===== src/rtl/cfg_loader_pkg.sv =====
// Shared types and constants for the UART configuration loader.
// Optional idle timeout is enabled by defining CFG_LOADER_TIMEOUT_EN.
package cfg_loader_pkg;

    typedef enum logic [1:0] {
        RX_IDLE,
        RX_START,
        RX_DATA,
        RX_STOP
    } rx_state_t;

    typedef enum logic {
        WORD_HUNT,
        WORD_LOAD
    } word_state_t;

    localparam logic [31:0] DEFAULT_SYNC_WORD   = 32'hFAB0_FAB1;
    localparam logic [31:0] DEFAULT_DESYNC_WORD = 32'hFAB0_FAB0;
    localparam int          BYTE_CNT_W          = 2;

    // Bytes enter at the bottom so the first byte of a word ends up in [31:24].
    function automatic logic [31:0] shift_in_byte(input logic [31:0] word, input logic [7:0] data);
        return {word[23:0], data};
    endfunction

endpackage


===== src/rtl/uart_cfg_loader_if.sv =====
// Configuration write port and status signals driven by the loader.
interface uart_cfg_loader_if;

    logic [31:0] WriteData;
    logic        WriteStrobe;
    logic        ComActive;
    logic        ReceiveLED;
    logic        FrameErr;

    modport master (
        output WriteData,
        output WriteStrobe,
        output ComActive,
        output ReceiveLED,
        output FrameErr
    );

    modport slave (
        input WriteData,
        input WriteStrobe,
        input ComActive,
        input ReceiveLED,
        input FrameErr
    );

endinterface


===== src/rtl/uart_rx_byte.sv =====
// 8N1 UART byte receiver: two-flop synchroniser plus bit-level FSM.
// byte_valid / frame_err are single-cycle strobes in the stop-bit sample cycle.
module uart_rx_byte
    import cfg_loader_pkg::*;
#(
    parameter int CLKS_PER_BIT = 8
) (
    input  logic       clk,
    input  logic       srst,
    input  logic       rx,
    output logic [7:0] rx_byte,
    output logic       byte_valid,
    output logic       frame_err
);

    localparam int              CNT_W    = $clog2(CLKS_PER_BIT);
    localparam logic [CNT_W-1:0] HALF_BIT = CNT_W'(CLKS_PER_BIT / 2 - 1);
    localparam logic [CNT_W-1:0] FULL_BIT = CNT_W'(CLKS_PER_BIT - 1);

    if (CLKS_PER_BIT < 4 || (CLKS_PER_BIT % 2) != 0) begin : g_bad_clks_per_bit
        $error("uart_rx_byte: CLKS_PER_BIT must be even and at least 4");
    end

    logic [1:0]       sync_reg;
    logic             rx_s;
    rx_state_t        state_reg;
    rx_state_t        state_next;
    logic [CNT_W-1:0] cnt_reg;
    logic [2:0]       bit_idx_reg;
    logic [7:0]       shift_reg;
    logic             cnt_zero;

    assign rx_s     = sync_reg[1];
    assign cnt_zero = (cnt_reg == '0);
    assign rx_byte  = shift_reg;

    always_ff @(posedge clk) begin
        if (srst) begin
            sync_reg <= 2'b11;
        end else begin
            sync_reg <= {sync_reg[0], rx};
        end
    end

    always_ff @(posedge clk) begin
        if (srst) begin
            state_reg <= RX_IDLE;
        end else begin
            state_reg <= state_next;
        end
    end

    always_comb begin
        state_next = state_reg;
        case (state_reg)
            RX_IDLE:  if (!rx_s) state_next = RX_START;
            RX_START: if (cnt_zero) state_next = rx_s ? RX_IDLE : RX_DATA;
            RX_DATA:  if (cnt_zero && bit_idx_reg == 3'd7) state_next = RX_STOP;
            RX_STOP:  if (cnt_zero) state_next = RX_IDLE;
            default:  state_next = RX_IDLE;
        endcase
    end

    // Counter is preloaded in IDLE so START samples mid-bit.
    always_ff @(posedge clk) begin
        if (srst) begin
            cnt_reg     <= '0;
            bit_idx_reg <= '0;
            shift_reg   <= '0;
        end else begin
            case (state_reg)
                RX_IDLE: begin
                    cnt_reg <= HALF_BIT;
                end
                RX_START: begin
                    if (cnt_zero) begin
                        cnt_reg     <= FULL_BIT;
                        bit_idx_reg <= '0;
                    end else begin
                        cnt_reg <= cnt_reg - CNT_W'(1);
                    end
                end
                RX_DATA: begin
                    if (cnt_zero) begin
                        cnt_reg     <= FULL_BIT;
                        shift_reg   <= {rx_s, shift_reg[7:1]};
                        bit_idx_reg <= bit_idx_reg + 3'd1;
                    end else begin
                        cnt_reg <= cnt_reg - CNT_W'(1);
                    end
                end
                RX_STOP: begin
                    if (!cnt_zero) cnt_reg <= cnt_reg - CNT_W'(1);
                end
                default: begin
                    cnt_reg <= HALF_BIT;
                end
            endcase
        end
    end

    always_comb begin
        byte_valid = 1'b0;
        frame_err  = 1'b0;
        if (state_reg == RX_STOP && cnt_zero) begin
            byte_valid = rx_s;
            frame_err  = !rx_s;
        end
    end

endmodule


===== src/rtl/uart_cfg_loader.sv =====
// UART bitstream loader: hunts for the sync word, then packs bytes MSB-first
// into 32-bit config writes. Define CFG_LOADER_TIMEOUT_EN for the LOAD idle timeout.
module uart_cfg_loader
    import cfg_loader_pkg::*;
#(
    parameter int          CLKS_PER_BIT   = 8,
    parameter logic [31:0] SYNC_WORD      = DEFAULT_SYNC_WORD,
    parameter logic [31:0] DESYNC_WORD    = DEFAULT_DESYNC_WORD,
    parameter int          TIMEOUT_CYCLES = 4096
) (
    input  logic               CLK,
    input  logic               RST,
    input  logic               Rx,
    uart_cfg_loader_if.master  cfg
);

    if (TIMEOUT_CYCLES < 1) begin : g_bad_timeout
        $error("uart_cfg_loader: TIMEOUT_CYCLES must be at least 1");
    end

    logic [7:0]            rx_byte;
    logic                  byte_valid;
    logic                  frame_err;
    word_state_t           word_state_reg;
    word_state_t           word_state_next;
    logic [31:0]           win_reg;
    logic [31:0]           win_shifted;
    logic [BYTE_CNT_W-1:0] byte_cnt_reg;
    logic                  word_done;
    logic                  timeout_hit;
    logic                  strobe_next;
    logic [31:0]           write_data_reg;
    logic                  write_strobe_reg;
    logic                  receive_led_reg;
    logic                  frame_err_reg;

    uart_rx_byte #(
        .CLKS_PER_BIT (CLKS_PER_BIT)
    ) u_rx_byte (
        .clk        (CLK),
        .srst       (RST),
        .rx         (Rx),
        .rx_byte    (rx_byte),
        .byte_valid (byte_valid),
        .frame_err  (frame_err)
    );

    assign win_shifted = shift_in_byte(win_reg, rx_byte);
    assign word_done   = byte_valid && (word_state_reg == WORD_LOAD) && (byte_cnt_reg == '1);

`ifdef CFG_LOADER_TIMEOUT_EN
    localparam int IDLE_W = $clog2(TIMEOUT_CYCLES + 1);

    logic [IDLE_W-1:0] idle_cnt_reg;

    always_ff @(posedge CLK) begin
        if (RST || word_state_reg != WORD_LOAD || byte_valid || frame_err) begin
            idle_cnt_reg <= '0;
        end else if (!timeout_hit) begin
            idle_cnt_reg <= idle_cnt_reg + IDLE_W'(1);
        end
    end

    assign timeout_hit = (word_state_reg == WORD_LOAD) && (idle_cnt_reg == IDLE_W'(TIMEOUT_CYCLES));
`else
    assign timeout_hit = 1'b0;
`endif

    always_ff @(posedge CLK) begin
        if (RST) begin
            word_state_reg <= WORD_HUNT;
        end else begin
            word_state_reg <= word_state_next;
        end
    end

    always_comb begin
        word_state_next = word_state_reg;
        case (word_state_reg)
            WORD_HUNT: begin
                if (byte_valid && win_shifted == SYNC_WORD) word_state_next = WORD_LOAD;
            end
            WORD_LOAD: begin
                if (timeout_hit) begin
                    word_state_next = WORD_HUNT;
                end else if (word_done && win_shifted == DESYNC_WORD) begin
                    word_state_next = WORD_HUNT;
                end
            end
            default: word_state_next = WORD_HUNT;
        endcase
    end

    // A repeated sync word inside LOAD just realigns; it is never written.
    always_comb begin
        strobe_next = word_done && !timeout_hit
                   && (win_shifted != SYNC_WORD) && (win_shifted != DESYNC_WORD);
    end

    always_ff @(posedge CLK) begin
        if (RST) begin
            win_reg          <= '0;
            byte_cnt_reg     <= '0;
            write_data_reg   <= '0;
            write_strobe_reg <= 1'b0;
            receive_led_reg  <= 1'b0;
            frame_err_reg    <= 1'b0;
        end else begin
            write_strobe_reg <= strobe_next;
            frame_err_reg    <= frame_err;
            if (byte_valid) receive_led_reg <= ~receive_led_reg;
            if (strobe_next) write_data_reg <= win_shifted;

            if (word_state_reg == WORD_HUNT) begin
                if (byte_valid) begin
                    if (word_state_next == WORD_LOAD) begin
                        win_reg      <= '0;
                        byte_cnt_reg <= '0;
                    end else begin
                        win_reg <= win_shifted;
                    end
                end
            end else begin
                if (word_state_next == WORD_HUNT || frame_err) begin
                    win_reg      <= '0;
                    byte_cnt_reg <= '0;
                end else if (byte_valid) begin
                    win_reg      <= win_shifted;
                    byte_cnt_reg <= byte_cnt_reg + BYTE_CNT_W'(1);
                end
            end
        end
    end

    assign cfg.WriteData   = write_data_reg;
    assign cfg.WriteStrobe = write_strobe_reg;
    assign cfg.ComActive   = (word_state_reg == WORD_LOAD);
    assign cfg.ReceiveLED  = receive_led_reg;
    assign cfg.FrameErr    = frame_err_reg;

endmodule


===== src/flat_wrapper.sv =====
// flat-port wrapper written by rule: the top's interface ports become plain ports
module uart_cfg_loader_flat import cfg_loader_pkg::*;
#(
    parameter int          CLKS_PER_BIT   = 8,
    parameter logic [31:0] SYNC_WORD      = DEFAULT_SYNC_WORD,
    parameter logic [31:0] DESYNC_WORD    = DEFAULT_DESYNC_WORD,
    parameter int          TIMEOUT_CYCLES = 4096
)
  (CLK, RST, Rx, cfg_WriteData, cfg_WriteStrobe, cfg_ComActive, cfg_ReceiveLED, cfg_FrameErr);
  uart_cfg_loader_if cfg_i ();
  input  logic CLK;
  input  logic RST;
  input  logic Rx;
  output wire logic [$bits(cfg_i.WriteData)-1:0] cfg_WriteData;
  output wire logic [$bits(cfg_i.WriteStrobe)-1:0] cfg_WriteStrobe;
  output wire logic [$bits(cfg_i.ComActive)-1:0] cfg_ComActive;
  output wire logic [$bits(cfg_i.ReceiveLED)-1:0] cfg_ReceiveLED;
  output wire logic [$bits(cfg_i.FrameErr)-1:0] cfg_FrameErr;
  assign cfg_WriteData = cfg_i.WriteData;
  assign cfg_WriteStrobe = cfg_i.WriteStrobe;
  assign cfg_ComActive = cfg_i.ComActive;
  assign cfg_ReceiveLED = cfg_i.ReceiveLED;
  assign cfg_FrameErr = cfg_i.FrameErr;
  uart_cfg_loader #(.CLKS_PER_BIT(CLKS_PER_BIT), .SYNC_WORD(SYNC_WORD), .DESYNC_WORD(DESYNC_WORD), .TIMEOUT_CYCLES(TIMEOUT_CYCLES)) u_core (.CLK(CLK), .RST(RST), .Rx(Rx), .cfg(cfg_i));
endmodule

===== config.mk =====
export PLATFORM = sky130hd
export DESIGN_NAME = uart_cfg_loader_flat
export DESIGN_NICKNAME = d
export VERILOG_FILES = /design/src/rtl/cfg_loader_pkg.sv /design/src/rtl/uart_cfg_loader_if.sv /design/src/rtl/uart_rx_byte.sv /design/src/rtl/uart_cfg_loader.sv /design/src/flat_wrapper.sv
export SDC_FILE = /design/constraint.sdc
export NUM_CORES = 1
export LEC_CHECK = 0
export BUFFER_PORTS_ARGS = -buffer_cell sky130_fd_sc_hd__buf_2
export CAP_MARGIN = 20
export CORE_ASPECT_RATIO = 1.1
export CORE_MARGIN = 1.5
export CORE_UTILIZATION = 56
export CTS_CLUSTER_DIAMETER = 60
export DETAILED_ROUTE_END_ITERATION = 8
export PLACE_DENSITY = 0.77
export SYNTH_ARGS = -nofsm -noshare
export SYNTH_HDL_FRONTEND = slang
export SYNTH_SLANG_ARGS = --single-unit

===== constraint.sdc =====
create_clock -name CLK -period 4.7 [get_ports CLK]
set_input_delay 0.705 -clock CLK [delete_from_list [all_inputs] [get_ports CLK]]
set_output_delay 0.705 -clock CLK [all_outputs]
set_load 0.01 [all_outputs]

==> flow_metrics.tcl <==
set metrics [dict create \
    rows 28 \
    leakagePower_uw 0.00168 \
    cts_buffers 9 \
    yosys_warnings 0 \
    largest_reg_flops 32 \
    route.met2.wl_mm 2.77 \
    ant_nets 0 \
    dieArea_mm2 0.00598 \
    fp.dieH_um 80.9 \
    p_comb_frac 0.045 \
    postRouteWirelength_mm 5.80 \
    p_sw_uw 263 \
    pin_count 39 \
    async_flop_share 0 \
    drc 0 \
    timing.final.crit_share 0.489 \
    synth_area_mm2 0.00309 \
    critPathLaunchType "flop" \
    cts_tree "yes" \
    n_fill_cell 443 \
    end_kind "flop" \
    ctsResizeCount 0 \
    synth_top_area_frac 0.518 \
    die_w_um 73.9 \
    cts_setup_buffers 0 \
    start_util 0.577 \
    hpwl_mm 3.94 \
    diodes 0 \
    fin_worst_skew_ps 3.41 \
    setup_tns_ps 0 \
    drt-initial-drc-count 120 \
    postPlaceCellArea_mm2 0.00333 \
    synth.top_cells.by_area "dfxtp_1, mux2i_1, a22o_1" \
    cp_max_fo 21 \
    synth_common_cells "dfxtp_1, nor2_1, mux2i_1" \
    clkPwrFrac 0.364 \
    synth_cell_types 41 \
    swShare 0.226 \
    wire_per_inst_um 13.9 \
    drive_gt1_frac 0.184 \
    met3_length_um 245 \
    seq_power_share 0.591 \
    met1_length_mm 2.76 \
    worst_slew_pin_slew_ps 1010 \
    core-area_mm2 0.00536 \
    track_usage 0.203 \
    rsz0062_at_grt "no" \
    antenna_found_initial 0 \
    setup_viol 0 \
    synth_seq_area_share 0.518 \
    required_ps 4880 \
    syn_avg_cell_area_um2 10.3 \
    synth_edf_count 0 \
    clockBufferDepth 2 \
    routabilityCongestion 0.806 \
    cts_hold_buf 0 \
    synth_ff_type "dfxtp_1" \
    syn-num-nets 313 \
    final_net_count 352 \
    status "complete, no violations" \
    syn_inst 300 \
    drv_slew 0 \
    io_buffers 38 \
    fmax_mhz 435 \
    htreeDepth 3 \
    yosysMostFrequentCell "dfxtp_1" \
    postLayoutCellArea_mm2 0.00349 \
    dr.pass1.iters 5 \
    gr-total-overflow 0 \
    crit_arrival_ps 2480 \
    worstSetupPathType "reg -> reg" \
    area.growth.synth_to_final_pct 12.9 \
    grt_max_degree 61 \
    cts-root-buf "clkbuf_8" \
    fin_crit_ps 2300 \
    yosys_register_bits 80 \
    slew_headroom 0.326 \
    synth_area_leader_cell "dfxtp_1" \
    viasPerCell 5.36 \
    ir_drop_mv 0.172 \
    hold_path.class "reg -> reg" \
    grt_pass1_wl_mm 9.35 \
    pwr_density_cell_mw_per_mm2 333 \
    path_clk_slew_ps 70 \
    top_layer "met4" \
    vias 2236 \
    clk_latency_ps 330 \
    grt_pass1_vias 1925 \
    cts_sinks 80 \
    p_int_uw 899 \
    final_hold_viol_count 0 \
    max_cap_violations 0 \
]
==> final timing paths <==
path	slack [ps]	start	cells past startpoint	endpoint
hold reg to reg	420	u_core.u_rx_byte.sync_reg[0]	1	u_core.u_rx_byte.sync_reg[1]
setup reg to reg	2400	u_core.win_reg[5]	6	u_core.cfg.WriteData[13]
hold / removal	420	u_core.u_rx_byte.sync_reg[0]	1	u_core.u_rx_byte.sync_reg[1]
setup / recovery	2400	u_core.win_reg[5]	6	u_core.cfg.WriteData[13]
==> kinds of logic after synthesis <==
logic type,Yosys count,share of synthesized area
flops,80,0.518
mux,35,0.114
simple gates,96,0.149
xor+xnor,1,0.00283
fa+ha+maj,10,0.0405
buf+inv,22,0.0348
compound gates,56,0.142
==> cell type report <==
cell class,count,area [um^2],share of cell area
Multi-Input combinational cell,198,1380,0.396
Tap cell,75,93.8,0.0269
Clock inverter,4,22.5,0.00645
Inverter,7,26.3,0.00752
Clock buffer,10,138,0.0394
Timing Repair Buffer,43,228,0.0652
Sequential cell,80,1600,0.458
==> layout by cell type, fill, tap and decap left out, types with 2 or more instances in the layout <==
| cell type | instances |
|---|---|
| clkbuf_8 | 10 |
| nor2b_1 | 3 |
| buf_4 | 5 |
| a22oi_1 | 2 |
| mux2i_1 | 34 |
| a21oi_1 | 14 |
| and4b_1 | 2 |
| nand2_1 | 20 |
| buf_2 | 38 |
| dfxtp_1 | 80 |
| clkinv_2 | 3 |
| inv_1 | 7 |
| nor3_1 | 2 |
| nand3_1 | 2 |
| a22o_1 | 24 |
| a211oi_1 | 6 |
| nand4b_1 | 2 |
| o21ai_0 | 2 |
| nand4_1 | 2 |
| ha_1 | 10 |
| or2_2 | 2 |
| nand2b_1 | 3 |
| nor2_1 | 50 |
==> worst max-delay path: stages (launching register included) <==
cell,delay (ps)
dfxtp_1,370
nor4bb_1,350
nand4_1,280
o41ai_4,430
buf_4,390
mux2i_1,250
nor2_1,60
==> power groups by stage <==
stage	Sequential (uW)	Combinational, uW	Clock (uW)
after floorplan	702	42.3	0
after global routing	688	60.2	465
final	687	52.1	423
after CTS	687	51.9	435
after detailed placement	703	51.8	0
after global placement	702	50.0	0
==> stage by stage <==
stage / std cells / worst slack (ps) / power, uW / hold slack [ps] / util
3_5_place_dp: 403 / 2380 / 754 / 401 / 0.622
2_1_floorplan: 300 / 2650 / 744 / 389 / -
3_3_place_gp: 403 / 2470 / 752 / 395 / 0.622
6_report: 417 / 2400 / 1160 / 415 / 0.652
4_1_cts: 417 / 2380 / 1170 / 419 / 0.652
5_1_grt: 417 / 2310 / 1210 / 430 / 0.652
==> metal layers <==
layer / vias up / global-route usage
met5: - / 0
met4: 0 / 0.0500
met3: 2 / 0.0571
met2: 45 / 0.311
met1: 1053 / 0.285
li1: 1136 / -
Note: power is estimated with default switching activity, not from simulation.
